$ cat config.mk
export PLATFORM = sky130hd
export DESIGN_NAME = sdata_rx_flat
export DESIGN_NICKNAME = d
export VERILOG_FILES = /design/src/rtl/sdata_rx_if.sv /design/src/rtl/sdata_rx.sv /design/src/flat_wrapper.sv
export SDC_FILE = /design/constraint.sdc
export NUM_CORES = 1
export LEC_CHECK = 0
export ABC_CLOCK_PERIOD_IN_PS = 1800
export CORE_MARGIN = 8
export CORE_UTILIZATION = 35
export CTS_CLUSTER_DIAMETER = 120
export DETAILED_ROUTE_END_ITERATION = 10
export PLACE_DENSITY_LB_ADDON = 0.12
export SYNTH_ARGS = -nofsm -noshare
export SYNTH_HDL_FRONTEND = slang
export SYNTH_SLANG_ARGS = --single-unit
export TNS_END_PERCENT = 20
$ cat constraint.sdc
create_clock -name clk_cs -period 1.8 [get_ports clk_cs]
set_input_delay 0.36 -clock clk_cs [delete_from_list [all_inputs] [get_ports clk_cs]]
set_output_delay 0.36 -clock clk_cs [all_outputs]
set_load 0.1 [all_outputs]
$ cat src/rtl/sdata_rx_if.sv
// Serial receive link bundle: frame select and data from the transmitter,
// reassembled word and status pulses back from the receiver.
interface sdata_rx_if #(
  parameter int DW = 8,
  parameter int CW = 4
);
  logic          cs_n;
  logic          sdi;
  logic [DW-1:0] rdata;
  logic [CW-1:0] raddr;
  logic          rvalid;
  logic          frame_err;
  logic          parity_err;

  modport master (
    output cs_n, sdi,
    input  rdata, raddr, rvalid, frame_err, parity_err
  );

  modport slave (
    input  cs_n, sdi,
    output rdata, raddr, rvalid, frame_err, parity_err
  );
endinterface

$ cat src/rtl/sdata_rx.sv
// Chip-select framed serial receiver: MSB-first DW-bit words, valid/abort pulses.
// Optional trailing even-parity bit enabled by defining SDATA_RX_PARITY_EN.
module sdata_rx #(
  parameter int DW = 8,
  parameter int CW = 4
) (
  input logic       clk_cs,
  input logic       rst,
  sdata_rx_if.slave rif
);

`ifdef SDATA_RX_PARITY_EN
  localparam int FL_I = DW + 1;
`else
  localparam int FL_I = DW;
`endif
  // The shift register holds every frame bit except the last, which is taken straight from sdi.
  localparam int SW = FL_I - 1;

  localparam logic [CW-1:0] FL_C   = CW'(FL_I);
  localparam logic [CW-1:0] LAST_C = CW'(FL_I - 1);
  localparam logic [CW-1:0] ONE_C  = {{(CW-1){1'b0}}, 1'b1};
  localparam logic [CW-1:0] ZERO_C = {CW{1'b0}};

  typedef enum logic [1:0] {
    IDLE  = 2'b00,
    SHIFT = 2'b01,
    DONE  = 2'b10,
    HOLD  = 2'b11
  } state_t;

  state_t        state_r, state_s;
  logic [SW-1:0] shreg_r, shreg_s;
  logic [CW-1:0] cnt_r, cnt_s;
  logic [DW-1:0] rdata_r, rdata_s;
  logic          rvalid_r, rvalid_s;
  logic          frame_err_r, frame_err_s;

`ifdef SDATA_RX_PARITY_EN
  logic          parity_err_r, parity_err_s;

  function automatic logic even_parity(input logic [DW-1:0] d);
    return ^d;
  endfunction
`endif

  // Next-state, shift and pulse decode.
  always_comb begin
    state_s     = state_r;
    shreg_s     = shreg_r;
    cnt_s       = cnt_r;
    rdata_s     = rdata_r;
    rvalid_s    = 1'b0;
    frame_err_s = 1'b0;
`ifdef SDATA_RX_PARITY_EN
    parity_err_s = 1'b0;
`endif
    case (state_r)
      IDLE: begin
        if (!rif.cs_n) begin
          shreg_s = {{(SW-1){1'b0}}, rif.sdi};
          cnt_s   = ONE_C;
          state_s = SHIFT;
        end else begin
          state_s = IDLE;
        end
      end
      SHIFT: begin
        if (rif.cs_n) begin
          frame_err_s = 1'b1;
          cnt_s       = ZERO_C;
          state_s     = IDLE;
        end else if (cnt_r < LAST_C) begin
          shreg_s = {shreg_r[SW-2:0], rif.sdi};
          cnt_s   = cnt_r + ONE_C;
        end else begin
          cnt_s   = FL_C;
          state_s = DONE;
`ifdef SDATA_RX_PARITY_EN
          if (rif.sdi == even_parity(shreg_r)) begin
            rdata_s  = shreg_r;
            rvalid_s = 1'b1;
          end else begin
            parity_err_s = 1'b1;
          end
`else
          rdata_s  = {shreg_r, rif.sdi};
          rvalid_s = 1'b1;
`endif
        end
      end
      // A high select in DONE already counts as the inter-frame gap.
      DONE: begin
        if (rif.cs_n) begin
          cnt_s   = ZERO_C;
          state_s = IDLE;
        end else begin
          state_s = HOLD;
        end
      end
      HOLD: begin
        if (rif.cs_n) begin
          cnt_s   = ZERO_C;
          state_s = IDLE;
        end else begin
          state_s = HOLD;
        end
      end
      default: begin
        cnt_s   = ZERO_C;
        state_s = IDLE;
      end
    endcase
  end

  // State and output registers with synchronous reset.
  always_ff @(posedge clk_cs) begin
    if (rst) begin
      state_r     <= IDLE;
      shreg_r     <= {SW{1'b0}};
      cnt_r       <= ZERO_C;
      rdata_r     <= {DW{1'b0}};
      rvalid_r    <= 1'b0;
      frame_err_r <= 1'b0;
`ifdef SDATA_RX_PARITY_EN
      parity_err_r <= 1'b0;
`endif
    end else begin
      state_r     <= state_s;
      shreg_r     <= shreg_s;
      cnt_r       <= cnt_s;
      rdata_r     <= rdata_s;
      rvalid_r    <= rvalid_s;
      frame_err_r <= frame_err_s;
`ifdef SDATA_RX_PARITY_EN
      parity_err_r <= parity_err_s;
`endif
    end
  end

  assign rif.rdata     = rdata_r;
  assign rif.raddr     = cnt_r;
  assign rif.rvalid    = rvalid_r;
  assign rif.frame_err = frame_err_r;
`ifdef SDATA_RX_PARITY_EN
  assign rif.parity_err = parity_err_r;
`else
  assign rif.parity_err = 1'b0;
`endif

endmodule

$ cat src/flat_wrapper.sv
// flat-port wrapper written by rule: the top's interface ports become plain ports
module sdata_rx_flat 
#(
  parameter int DW = 8,
  parameter int CW = 4
)
  (clk_cs, rst, rif_cs_n, rif_sdi, rif_rdata, rif_raddr, rif_rvalid, rif_frame_err, rif_parity_err);
  sdata_rx_if #(.DW(DW), .CW(CW)) rif_i ();
  input logic clk_cs;
  input logic rst;
  input wire logic [$bits(rif_i.cs_n)-1:0] rif_cs_n;
  input wire logic [$bits(rif_i.sdi)-1:0] rif_sdi;
  output wire logic [$bits(rif_i.rdata)-1:0] rif_rdata;
  output wire logic [$bits(rif_i.raddr)-1:0] rif_raddr;
  output wire logic [$bits(rif_i.rvalid)-1:0] rif_rvalid;
  output wire logic [$bits(rif_i.frame_err)-1:0] rif_frame_err;
  output wire logic [$bits(rif_i.parity_err)-1:0] rif_parity_err;
  assign rif_i.cs_n = rif_cs_n;
  assign rif_i.sdi = rif_sdi;
  assign rif_rdata = rif_i.rdata;
  assign rif_raddr = rif_i.raddr;
  assign rif_rvalid = rif_i.rvalid;
  assign rif_frame_err = rif_i.frame_err;
  assign rif_parity_err = rif_i.parity_err;
  sdata_rx #(.DW(DW), .CW(CW)) u_core (.clk_cs(clk_cs), .rst(rst), .rif(rif_i));
endmodule
-- Word level (Yosys, flattened, before mapping)
Index checks and enable logic that the tools add are counted.
- input port bits: 4
- output and inout port bits: 15
- logic and storage cells: 43
- bits in registers: 23
- magnitude comparators: 1
- bitwise gates (word level): 3
- equal/unequal tests: 8
- $add $sub $neg: 1
- reductions and logical operators: 8
- muxes and demuxes: 16
- operators by type and width (cell ; number):
    $mux W7 ; 3
    $mux W4 ; 4
    $pmux W7 S2 ; 1
    $pmux W4 S3 ; 1
    $mux W2 ; 3
    $pmux W2 S3 ; 1
    $add A4 B1 Y4 const B ; 1
    $eq A2 B2 Y1 const B ; 2
    $lt A4 B3 Y1 const B ; 1
    $ne A2 B1 Y1 const B ; 2
    $ne A2 B2 Y1 const B ; 2
    $reduce_and A4 Y1 ; 1
    $reduce_or A2 Y1 ; 2
    $mux W1 ; 3
    $ne A3 B3 Y1 const B ; 1
    $not A1 Y1 ; 3
    $reduce_and A3 Y1 ; 1
    $reduce_or A3 Y1 ; 1
    $eq A2 B1 Y1 const B ; 1
    $logic_not A2 Y1 ; 1
    $reduce_and A2 Y1 ; 1
    $reduce_bool A2 Y1 ; 1

-- Longest topological paths before layout
Gate-level depths: netlist of run 1.
- depth after elaboration: 4
- gate-level depth with buffers: 6
- depth with buffers taken out: 4

-- Worst setup path after synthesis of run 1
OpenSTA, ideal clock, no wires.
- path kind: reg2reg
- start point: register u_core.cnt_r[0] (netlist: u_core.rif.raddr[0])
- end point: register u_core.rdata_r[0] (netlist: u_core.rif.rdata[0])
- data required time: 1.684 ns
- data arrival time: 2.081 ns
- clock period less this slack: 2.197 ns
- path buffers: 1
- slack: -0.397 ns
- cell stages (with the launch flop): 6
- setup time: 0.116 ns
- cell sequence: dfxtp_1 > ha_1 > a21oi_1 > or3_1 > buf_6 > a31o_1
- cells in the longest elaborated chain, start to end: 3
- ends and longest elaborated chain (element ; line ; RTL):
    from (decl) ; sdata_rx.sv:34 ; logic [CW-1:0] cnt_r, cnt_s;
    from (signal assigned) ; sdata_rx.sv:131 ; cnt_r <= cnt_s;
    $lt A4 B3 Y1 ; sdata_rx.sv:73 ; end else if (cnt_r < LAST_C) begin
    $not A1 Y1 (no line) ; -- ;
    $reduce_and A3 Y1 (no line) ; -- ;
    to (signal assigned) ; sdata_rx.sv:122 ; rdata_r <= {DW{1'b0}};
    to (signal assigned) ; sdata_rx.sv:132 ; rdata_r <= rdata_s;
    to (decl) ; sdata_rx.sv:35 ; logic [DW-1:0] rdata_r, rdata_s;
Every way passes these cells.
A chain may end at the register's enable or synchronous reset.

-- Final worst setup path of run 1
Same ends and word-level chain as after synthesis.

==> reports/qor.csv, run 1 <==
metric;value;unit
WP data required;2.01;ns
CTS H-Tree Depth;1;
TritonCTS Buffers;3;
Tmin final;1.550;ns
first-pass GRT wire length;3767;um
worst skew pair latency;0.31;ns
share of the synthesized area in the top cell type;0.4646;
Avg Cell Area, Syn;9.715;um2
die area;4790;um2
Die W;69.21;um
Row Count;19;
Root Buffer;clkbuf_4;
total power draw;868.6;uW
Slowest-stage cell, CP;or3_1;
WS Path Type;reg2reg;
RSZ-0062 raised after global routing;no;
Detailed Route WL;2193;um
Final ANT Viol Nets;0;
via count;814;
Netlist cell types;30;
Post-Syn Area;991.0;um2
Crit path arrival time;1.76;ns
Final Skew;0.003442;ns
cell breakdown of the critical path;ha_1 -> a21oi_1 -> or3_1 -> a31o_1;
Peak VDD IR;0.3886;mV
# fillers;255;
syn nets;107;
hold path startpoint;u_core.shreg_r[1];
CP endpoint kind;register;
top cell types by occurrence after synthesis;23 x dfxtp_1, 9 x nand2b_1, 8 x a31o_1, 8 x nor4_1;
GRT Util Overall;0.09176;
CTS tree;built;
HPWL Detailed;1598;um
starting density of the core;0.3625;
GRT Residual Overflow;0;
RR Endpoint;u_core.rif.rdata[0];
initial antenna violation count;0;
ranking of synthesized cells by area;dfxtp_1 46%, a31o_1 7.1%, mux2i_1 7.1%;
reg-to-reg startpoint;u_core.rif.raddr[0];
post-CTS sizing;0;
hold buffer count at CTS;0;
Final GP Congestion;0.7556;
Fin Setup TNS;0;ns
Fmax;0.6452;GHz
DR pass1 iterations;4;
hold crit path type;reg2reg;
Reg2Reg Setup Slack;0.25;ns
Die Span Y;69.21;um
Synth Flop Type;dfxtp_1;
DR WL/cell;14.52;um
I/O Pins;19;
fraction of registers with async set/reset;0;
Layout Utilization;0.5002;
most frequent cell after synthesis;dfxtp_1;
crit share post-route;0.8610;
Synth area leader;dfxtp_1;
hold slack;0.4853;ns
cell family with the largest share of critical-path delay;simple AND/OR/NAND/NOR gates;
status;finished clean;
Final setup viols;0;
Final Cell Area;1368;um2
Pwr per Cell Area;635.1;nW/um2
vias in the first global route;834;
Max clock buf depth;2;
Reg clk slew, reported paths;0.12;ns
Hold Path End;u_core.shreg_r[2];
Vias per Instance;5.391;
Final Hold Viols;0;
TritonCTS Sinks;23;
area grow syn2layout;38.00;%
Yosys warning total;0;
# Max-Cap Violations;0;
ratio of cells with drive above 1 in the final layout;0.2333;
initial DRC count;79;
largest net degree at the start of global routing;17;
WP depth;4;
#FFs+latches synth;23;
drt drc;0;
worst hold path depth;2;
CP peak stage delay;0.50;ns
core box area;2734;um2
crit-path max FO;10;
crit start category;register;
FF-to-FF path depth;4;
Final nets;126;
# port buffers;17;
Post-CTS Setup Inserts;0;
Pins Over Slew Limit;0;
leakage;0.5317;nW
sequential area share after synthesis;0.4646;
Worst Path Buf+Inv;0;
EDFF count, synth;0;
area post-placement;1341;um2
Gate Count Post-Synth;102;
diode count;0;
==> layout by cell type (no fill, tap or decap), types with 4 or more instances in the layout <==
master,count
a31o_1,8
buf_12,14
buf_4,7
dfxtp_1,19
mux2i_1,7
nand2b_1,9
nand3_1,7
nor4_1,8
o21ai_0,4
==> how the worst max path moves through the flow <==
| stage | startpoint | end | slack [ns] |
|---|---|---|---|
| after floorplan | u_core.rif.raddr[1] | u_core.rif.rdata[0] | 0.14 |
| after global placement | rif_cs_n | u_core.rif.rdata[0] | 0.04 |
| after detailed placement | rif_cs_n | u_core.rif.rdata[7] | 0.02 |
| after CTS | u_core.rif.raddr[0] | u_core.rif.rdata[7] | 0.25 |
| after global routing | u_core.rif.raddr[0] | u_core.rif.rdata[5] | 0.17 |
| final | u_core.rif.raddr[0] | u_core.rif.rdata[0] | 0.25 |
==> metrics by stage <==
stage / worst slack (ns) / instances
after global routing: 0.1728 / 151
after global placement: 0.03620 / 147
after floorplan: 0.1447 / 102
after detailed placement: 0.02324 / 147
final: 0.2501 / 151
after CTS: 0.2484 / 151
==> per-layer routing <==
| layer | wire (um) | up-vias | track usage |
|---|---|---|---|
| li1 | - | 409 | - |
| met2 | 964 | 20 | 0.1475 |
| met1 | 1055 | 381 | 0.1059 |
| met5 | 0 | - | 0 |
| met4 | 31 | 0 | 0.04100 |
| met3 | 141 | 4 | 0.03290 |
==> tightest hold or removal path, cell delays in order (launching register included) <==
cell	delay, ns
dfxtp_1	0.33
nand3_1	0.06
mux2i_1	0.06
==> sequential cells by signal (all words and copies together), names as in the netlist <==
| name | count |
|---|---|
| u_core.rif.rdata | 8 |
| u_core.shreg_r | 7 |
| u_core.rif.rvalid | 1 |
| u_core.rif.raddr | 4 |
| u_core.state_r | 2 |
| u_core.rif.frame_err | 1 |
==> kinds of logic (layout without fill, tap and decap cells) <==
logic type | after synthesis | in the layout | share of synthesized area
buffers and inverters | 11 | 29 | 0.06564
adders and majority gates | 1 | 1 | 0.01262
other | 1 | 1 | 0.003784
DFF | 23 | 23 | 0.4646
muxes | 7 | 7 | 0.07071
AOI/OAI and AO/OA | 22 | 22 | 0.1642
and+or+nand+nor | 37 | 37 | 0.2184
==> report_power, final <==
part,switching [mW],internal [mW]
clock,0.150,0.0865
combinational,0.0700,0.0414
sequential,0.00651,0.514
total,0.227,0.642
==> layout make-up <==
class | instances | area [um2] | area share
inverter | 1 | 3.754 | 0.002745
timing repair buffer | 24 | 362.8 | 0.2653
sequential | 23 | 470.5 | 0.3440
tap | 31 | 38.79 | 0.02836
multi-input combinational | 68 | 465.4 | 0.3403
clock buffer | 4 | 26.28 | 0.01921
Note: power is estimated with default switching activity, not from simulation.
==> inputs of run 2 (changes only) <==
--- a/config.mk
+++ b/config.mk
@@ -10,6 +10,7 @@
 export CORE_UTILIZATION = 35
 export CTS_CLUSTER_DIAMETER = 120
 export DETAILED_ROUTE_END_ITERATION = 10
+export DONT_BUFFER_PORTS = 1
 export PLACE_DENSITY_LB_ADDON = 0.12
 export SYNTH_ARGS = -nofsm -noshare
 export SYNTH_HDL_FRONTEND = slang
==> run 2 against run 1 <==
  * First-iteration DRC count down 13%
  * Final cell count down 4.6%
  * Sequential power about the same
  * Via count down 3.9%
  * Non-clock buffer count down 7
  * Combinational power down 26%
  * Worst hold slack worse by 0.39 ns
  * Clock skew up 0.0030 ns
  * Clock-buffer cell count down 1
==> reports/qor.csv, run 2 (same netlist as run 1, synthesis figures left out) <==
metric;value;unit;change
status;finished clean;;
reg-to-reg startpoint;u_core.rif.raddr[0];;
WP data required;2.03;ns;+0.02 ns
area grow syn2layout;14.52;%;
vias in the first global route;825;;-1.1%
Final Cell Area;1135;um2;-17%
GRT Residual Overflow;0;;unchanged
TritonCTS Buffers;3;;unchanged
via count;782;;-3.9%
Die Span Y;69.21;um;unchanged
Row Count;19;;unchanged
CP endpoint kind;register;;
area post-placement;1106;um2;-18%
max reg flops;8;;unchanged
Post-CTS Setup Inserts;0;;unchanged
CTS H-Tree Depth;1;;unchanged
hold crit path type;in2reg;;
Crit path arrival time;1.74;ns;-0.02 ns
total power draw;851.3;uW;-2.0%
crit start category;register;;
Fin Setup TNS;0;ns;unchanged
Peak VDD IR;0.5797;mV;+49%
Die W;69.21;um;unchanged
drt drc;0;;unchanged
largest net degree at the start of global routing;17;;unchanged
DR pass1 iterations;4;;unchanged
cell family with the largest share of critical-path delay;simple AND/OR/NAND/NOR gates;;
ratio of cells with drive above 1 in the final layout;0.2212;;-0.01209
diode count;0;;unchanged
leakage;0.4647;nW;-13%
CP startpoint;u_core.rif.raddr[0];;
Final nets;119;;-5.6%
DR WL/cell;14.74;um;+1.5%
die area;4790;um2;unchanged
Final setup viols;0;;unchanged
Detailed Route WL;2122;um;-3.2%
core box area;2734;um2;unchanged
Final Hold Viols;0;;unchanged
Final ANT Viol Nets;0;;unchanged
# port buffers;0;;-17
Final Skew;0.006482;ns;+0.003040 ns
starting density of the core;0.3625;;unchanged
hold slack;0.09132;ns;-0.3939 ns
worst skew pair latency;0.32;ns;about the same
Root Buffer;clkbuf_4;;
HPWL Detailed;1556;um;-2.6%
Layout Utilization;0.4151;;-0.08513
initial DRC count;69;;-13%
hold buffer count at CTS;0;;unchanged
Relative slew margins;0.6646;;
Max clock buf depth;2;;unchanged
Pins Over Slew Limit;0;;unchanged
RSZ-0062 raised after global routing;no;;
Vias per Instance;5.431;;+0.74%
Reg clk slew, reported paths;0.14;ns;+0.02 ns
most common cell after layout, fill and taps aside;dfxtp_1;;
Worst Path Buf+Inv;0;;unchanged
Pwr per Cell Area;750.1;nW/um2;+18%
I/O Pins;19;;unchanged
TritonCTS Sinks;23;;unchanged
hold path startpoint;rst;;
Slowest-stage cell, CP;or3_1;;
WS Path Type;reg2reg;;
CTS tree;built;;
post-CTS sizing;0;;unchanged
cell breakdown of the critical path;ha_1 -> a21oi_1 -> or3_1 -> a31o_1;;
first-pass GRT wire length;3808;um;+1.1%
Final GP Congestion;0.7834;;+3.7%
Tmin final;1.510;ns;-0.03964 ns
crit share post-route;0.8390;;-0.02202
initial antenna violation count;0;;unchanged
crit-path max FO;10;;unchanged
Fmax;0.6621;GHz;+2.6%
most frequent cells in the layout;19 x dfxtp_1, 17 x buf_4, 9 x nand2b_1;;
CP peak stage delay;0.51;ns;about the same
# Max-Cap Violations;0;;unchanged
GRT Util Overall;0.09415;;+0.002393
worst slew pin tran;0.5025;ns;
## run 2: changes by cell type in the layout (fill, tap and decap cells not counted)
| cell | before | now |
|---|---|---|
| buf_12 | 14 | 0 |
| clkbuf_1 | 1 | 0 |
| clkdlybuf4s50_1 | 3 | 0 |
| inv_4 | 0 | 1 |
| buf_4 | 7 | 17 |
## run 2: area by class of cell
| type | count | area [um2] |
|---|---|---|
| clock buffers | 3 | 22.52 |
| well taps | 31 | 38.79 |
| repair buffers | 17 | 127.6 |
| multi-input cells | 68 | 465.4 |
| fillers | 272 | 1599 |
| clock inverters | 1 | 6.256 |
| inverters | 1 | 3.754 |
| flip-flops and latches | 23 | 470.5 |
## run 2: stage by stage
| step | setup slack (ns) | cells |
|---|---|---|
| final | 0.2898 | 144 |
| after global routing | 0.2028 | 144 |
| after CTS | 0.2839 | 144 |
| after detailed placement | 0.2858 | 140 |
| after global placement | 0.3220 | 140 |
| after floorplan | 0.1447 | 102 |
## run 2: final timing paths
kind	endpoint	slack, ns	depth (start not counted)
hold / removal	u_core.rif.raddr[1]	0.09	1
setup / recovery	u_core.rif.rdata[5]	0.29	4
hold reg to reg	u_core.shreg_r[3]	0.49	2
setup reg to reg	u_core.rif.rdata[5]	0.29	4
## run 2: power breakdown
part           total (mW)  switching [mW]  internal, mW
clock network       0.250           0.163        0.0863
logic              0.0817          0.0593        0.0224
registers           0.520         0.00562         0.514
total               0.851           0.228         0.623
## run 2: layer usage
layer / track usage / vias to the layer above / share of wire
met2: 0.1455 / 14 / 0.44
met4: 0.02733 / 0 / 0.0075
li1: - / 397 / -
met1: 0.1077 / 369 / 0.47
met5: 0 / - / 0
met3: 0.05293 / 2 / 0.084
==> inputs of run 3 (changes only) <==
--- a/config.mk
+++ b/config.mk
@@ -5,7 +5,7 @@
 export SDC_FILE = /design/constraint.sdc
 export NUM_CORES = 1
 export LEC_CHECK = 0
-export ABC_CLOCK_PERIOD_IN_PS = 1800
+export ABC_CLOCK_PERIOD_IN_PS = 1500
 export CORE_MARGIN = 8
 export CORE_UTILIZATION = 35
 export CTS_CLUSTER_DIAMETER = 120
==> constraint.sdc (replaced) <==
create_clock -name clk_cs -period 1.5 [get_ports clk_cs]
set_input_delay 0.3 -clock clk_cs [delete_from_list [all_inputs] [get_ports clk_cs]]
set_output_delay 0.3 -clock clk_cs [all_outputs]
set_load 0.1 [all_outputs]
==> run 3 against run 2 <==
  * Die area unchanged
  * Critical path depth up 1
  * Cell area up 5.0%
  * Flip-flop and latch count unchanged
  * Combinational power up 30%
  * Worst hold slack worse by 0.062 ns
  * Utilization up 2.1 points
  * Register-to-register slack worse by 0.17 ns
==> reports/qor.csv, run 3 (same netlist as run 1, synthesis figures left out) <==
metric;value;unit;change
Final Hold Viols;0;;unchanged
Sw Share;0.2739;;+0.005594
most frequent cells in the layout;20 x buf_4, 19 x dfxtp_1, 9 x nand2b_1;;
status;finished clean;;
Max clock buf depth;2;;unchanged
Final Skew;0.007281;ns;+0.0007987 ns
Peak VDD IR;0.6894;mV;+19%
RR Endpoint;u_core.shreg_r[5];;
total power draw;1.034;mW;+21%
max reg flops;8;;unchanged
TritonCTS Sinks;23;;unchanged
via count;809;;+3.5%
CP startpoint;u_core.rif.raddr[1];;
DP Cell Count;143;;+2.1%
fin cells;148;;+2.8%
Reg power frac;0.601;;-0.010
crit share post-route;0.9194;;+0.08041
WS Path Type;reg2reg;;
DR pass1 iterations;4;;unchanged
TritonCTS Buffers;3;;unchanged
Tmin final;1.379;ns;-0.1311 ns
Reg clk slew, reported paths;0.13;ns;about the same
RSZ-0062 raised after global routing;no;;
CTS H-Tree Depth;1;;unchanged
# fillers;279;;+2.6%
Vias per Instance;5.466;;+0.66%
worst setup path end;u_core.shreg_r[5];;
WP data required;1.76;ns;-0.27 ns
# Max-Cap Violations;0;;unchanged
CTS tree;built;;
crit-path max FO;7;;-3
DR WL/cell;15.03;um;+2.0%
core box area;2734;um2;unchanged
reg-to-reg startpoint;u_core.rif.raddr[1];;
HPWL Detailed;1633;um;+5.0%
starting density of the core;0.3625;;unchanged
# port buffers;0;;unchanged
most common cell after layout, fill and taps aside;buf_4;;
Row Count;19;;unchanged
combinational share of power;0.102;;+0.006
initial DRC count;36;;-48%
Crit path arrival time;1.64;ns;-0.10 ns
Final nets;123;;+3.4%
Final GP Congestion;0.7722;;-1.4%
hold crit path type;in2reg;;
hold path startpoint;rst;;
Root Buffer;clkbuf_4;;
Detailed Route WL;2225;um;+4.9%
Post-CTS Setup Inserts;0;;unchanged
Die Span Y;69.21;um;unchanged
ratio of cells with drive above 1 in the final layout;0.2650;;+0.04372
Final setup viols;0;;unchanged
crit start category;register;;
Final ANT Viol Nets;0;;unchanged
CP endpoint kind;register;;
clock group share of total power;0.297;;+0.004
GRT Util Overall;0.09588;;+0.001726
drt drc;0;;unchanged
GRT Residual Overflow;0;;unchanged
diode count;0;;unchanged
Fmax;0.7251;GHz;+9.5%
Pins Over Slew Limit;0;;unchanged
FF-to-FF path depth;5;;+1
largest net degree at the start of global routing;17;;unchanged
vias in the first global route;799;;-3.2%
Switching Power;283.1;uW;+24%
I/O Pins;19;;unchanged
Reg2Reg Setup Slack;0.12;ns;-0.17 ns
Die W;69.21;um;unchanged
die area;4790;um2;unchanged
first-pass GRT wire length;3822;um;+0.37%
Pwr per Cell Area;867.9;nW/um2;+16%
Int Power;750.7;uW;+21%
initial antenna violation count;0;;unchanged
area grow syn2layout;20.20;%;
leakage;0.4859;nW;+4.5%
worst skew pair latency;0.32;ns;about the same
[run 3: stage by stage]
stage	setup WS [ns]	setup TNS, ns	hold slack [ns]	utilization	cell area [um2]
floorplan	-0.1048	-0.8623	0.4507	-	1020
global placement	0.07959	0	0.3656	0.4197	1147
detailed placement	0.03676	0	0.3677	0.4197	1147
CTS	0.01668	0	0.006889	0.4302	1176
global route	0.0006406	0	0.008083	0.4357	1191
finish	0.1209	0	0.02912	0.4357	1191
[run 3: worst min path at each step]
| stage | endpoint | slack (ns) | cells after the start |
|---|---|---|---|
| 6_report | u_core.rif.raddr[3] | 0.03 | 1 |
| 5_1_grt | u_core.state_r[0] | 0.008 | 1 |
| 3_5_place_dp | u_core.rif.raddr[1] | 0.37 | 1 |
| 2_1_floorplan | u_core.shreg_r[1] | 0.45 | 2 |
| 4_1_cts | u_core.rif.raddr[1] | 0.007 | 1 |
| 3_3_place_gp | u_core.rif.raddr[1] | 0.37 | 1 |
[run 3: worst max-delay path: stages, from the launching register on]
cell and delay, ns:
dfxtp_4 0.37, ha_4 0.16, a21o_1 0.18, a21boi_0 0.19, buf_4 0.21, mux2i_1 0.19
[run 3: layout make-up]
cell class / instances / area (um2) / share of cell area
Clock buffer: 3 / 22.52 / 0.01891
Sequential cell: 23 / 473.0 / 0.3971
Inverter: 1 / 3.754 / 0.003151
Tap cell: 31 / 38.79 / 0.03256
Multi-Input combinational cell: 68 / 486.7 / 0.4086
Timing Repair Buffer: 21 / 160.2 / 0.1345
Clock inverter: 1 / 6.256 / 0.005252
[run 3: per-layer routing]
metal / routed length (um) / vias up / share of wire / track usage
met1: 947 / 388 / 0.43 / 0.09942
met5: 0 / - / 0 / 0
met3: 203 / 2 / 0.091 / 0.06295
met2: 1059 / 16 / 0.48 / 0.1527
li1: - / 403 / - / -
met4: 14 / 0 / 0.0063 / 0.03189
[run 3: power by group through the flow]
| stage | Combinational, mW | Clock [mW] | Sequential (mW) |
|---|---|---|---|
| 2_1_floorplan | 0.0665 | 0 | 0.663 |
| 3_3_place_gp | 0.103 | 0 | 0.635 |
| 3_5_place_dp | 0.103 | 0 | 0.635 |
| 4_1_cts | 0.103 | 0.327 | 0.622 |
| 5_1_grt | 0.114 | 0.353 | 0.623 |
| 6_report | 0.106 | 0.307 | 0.621 |
[run 3: timing repair]
action | in CTS | in global routing
resized for setup | 0 | 1
hold buffers | 0 | 1
endpoints found under the hold margin | 0 | 2
endpoints found under the setup margin | 0 | 4
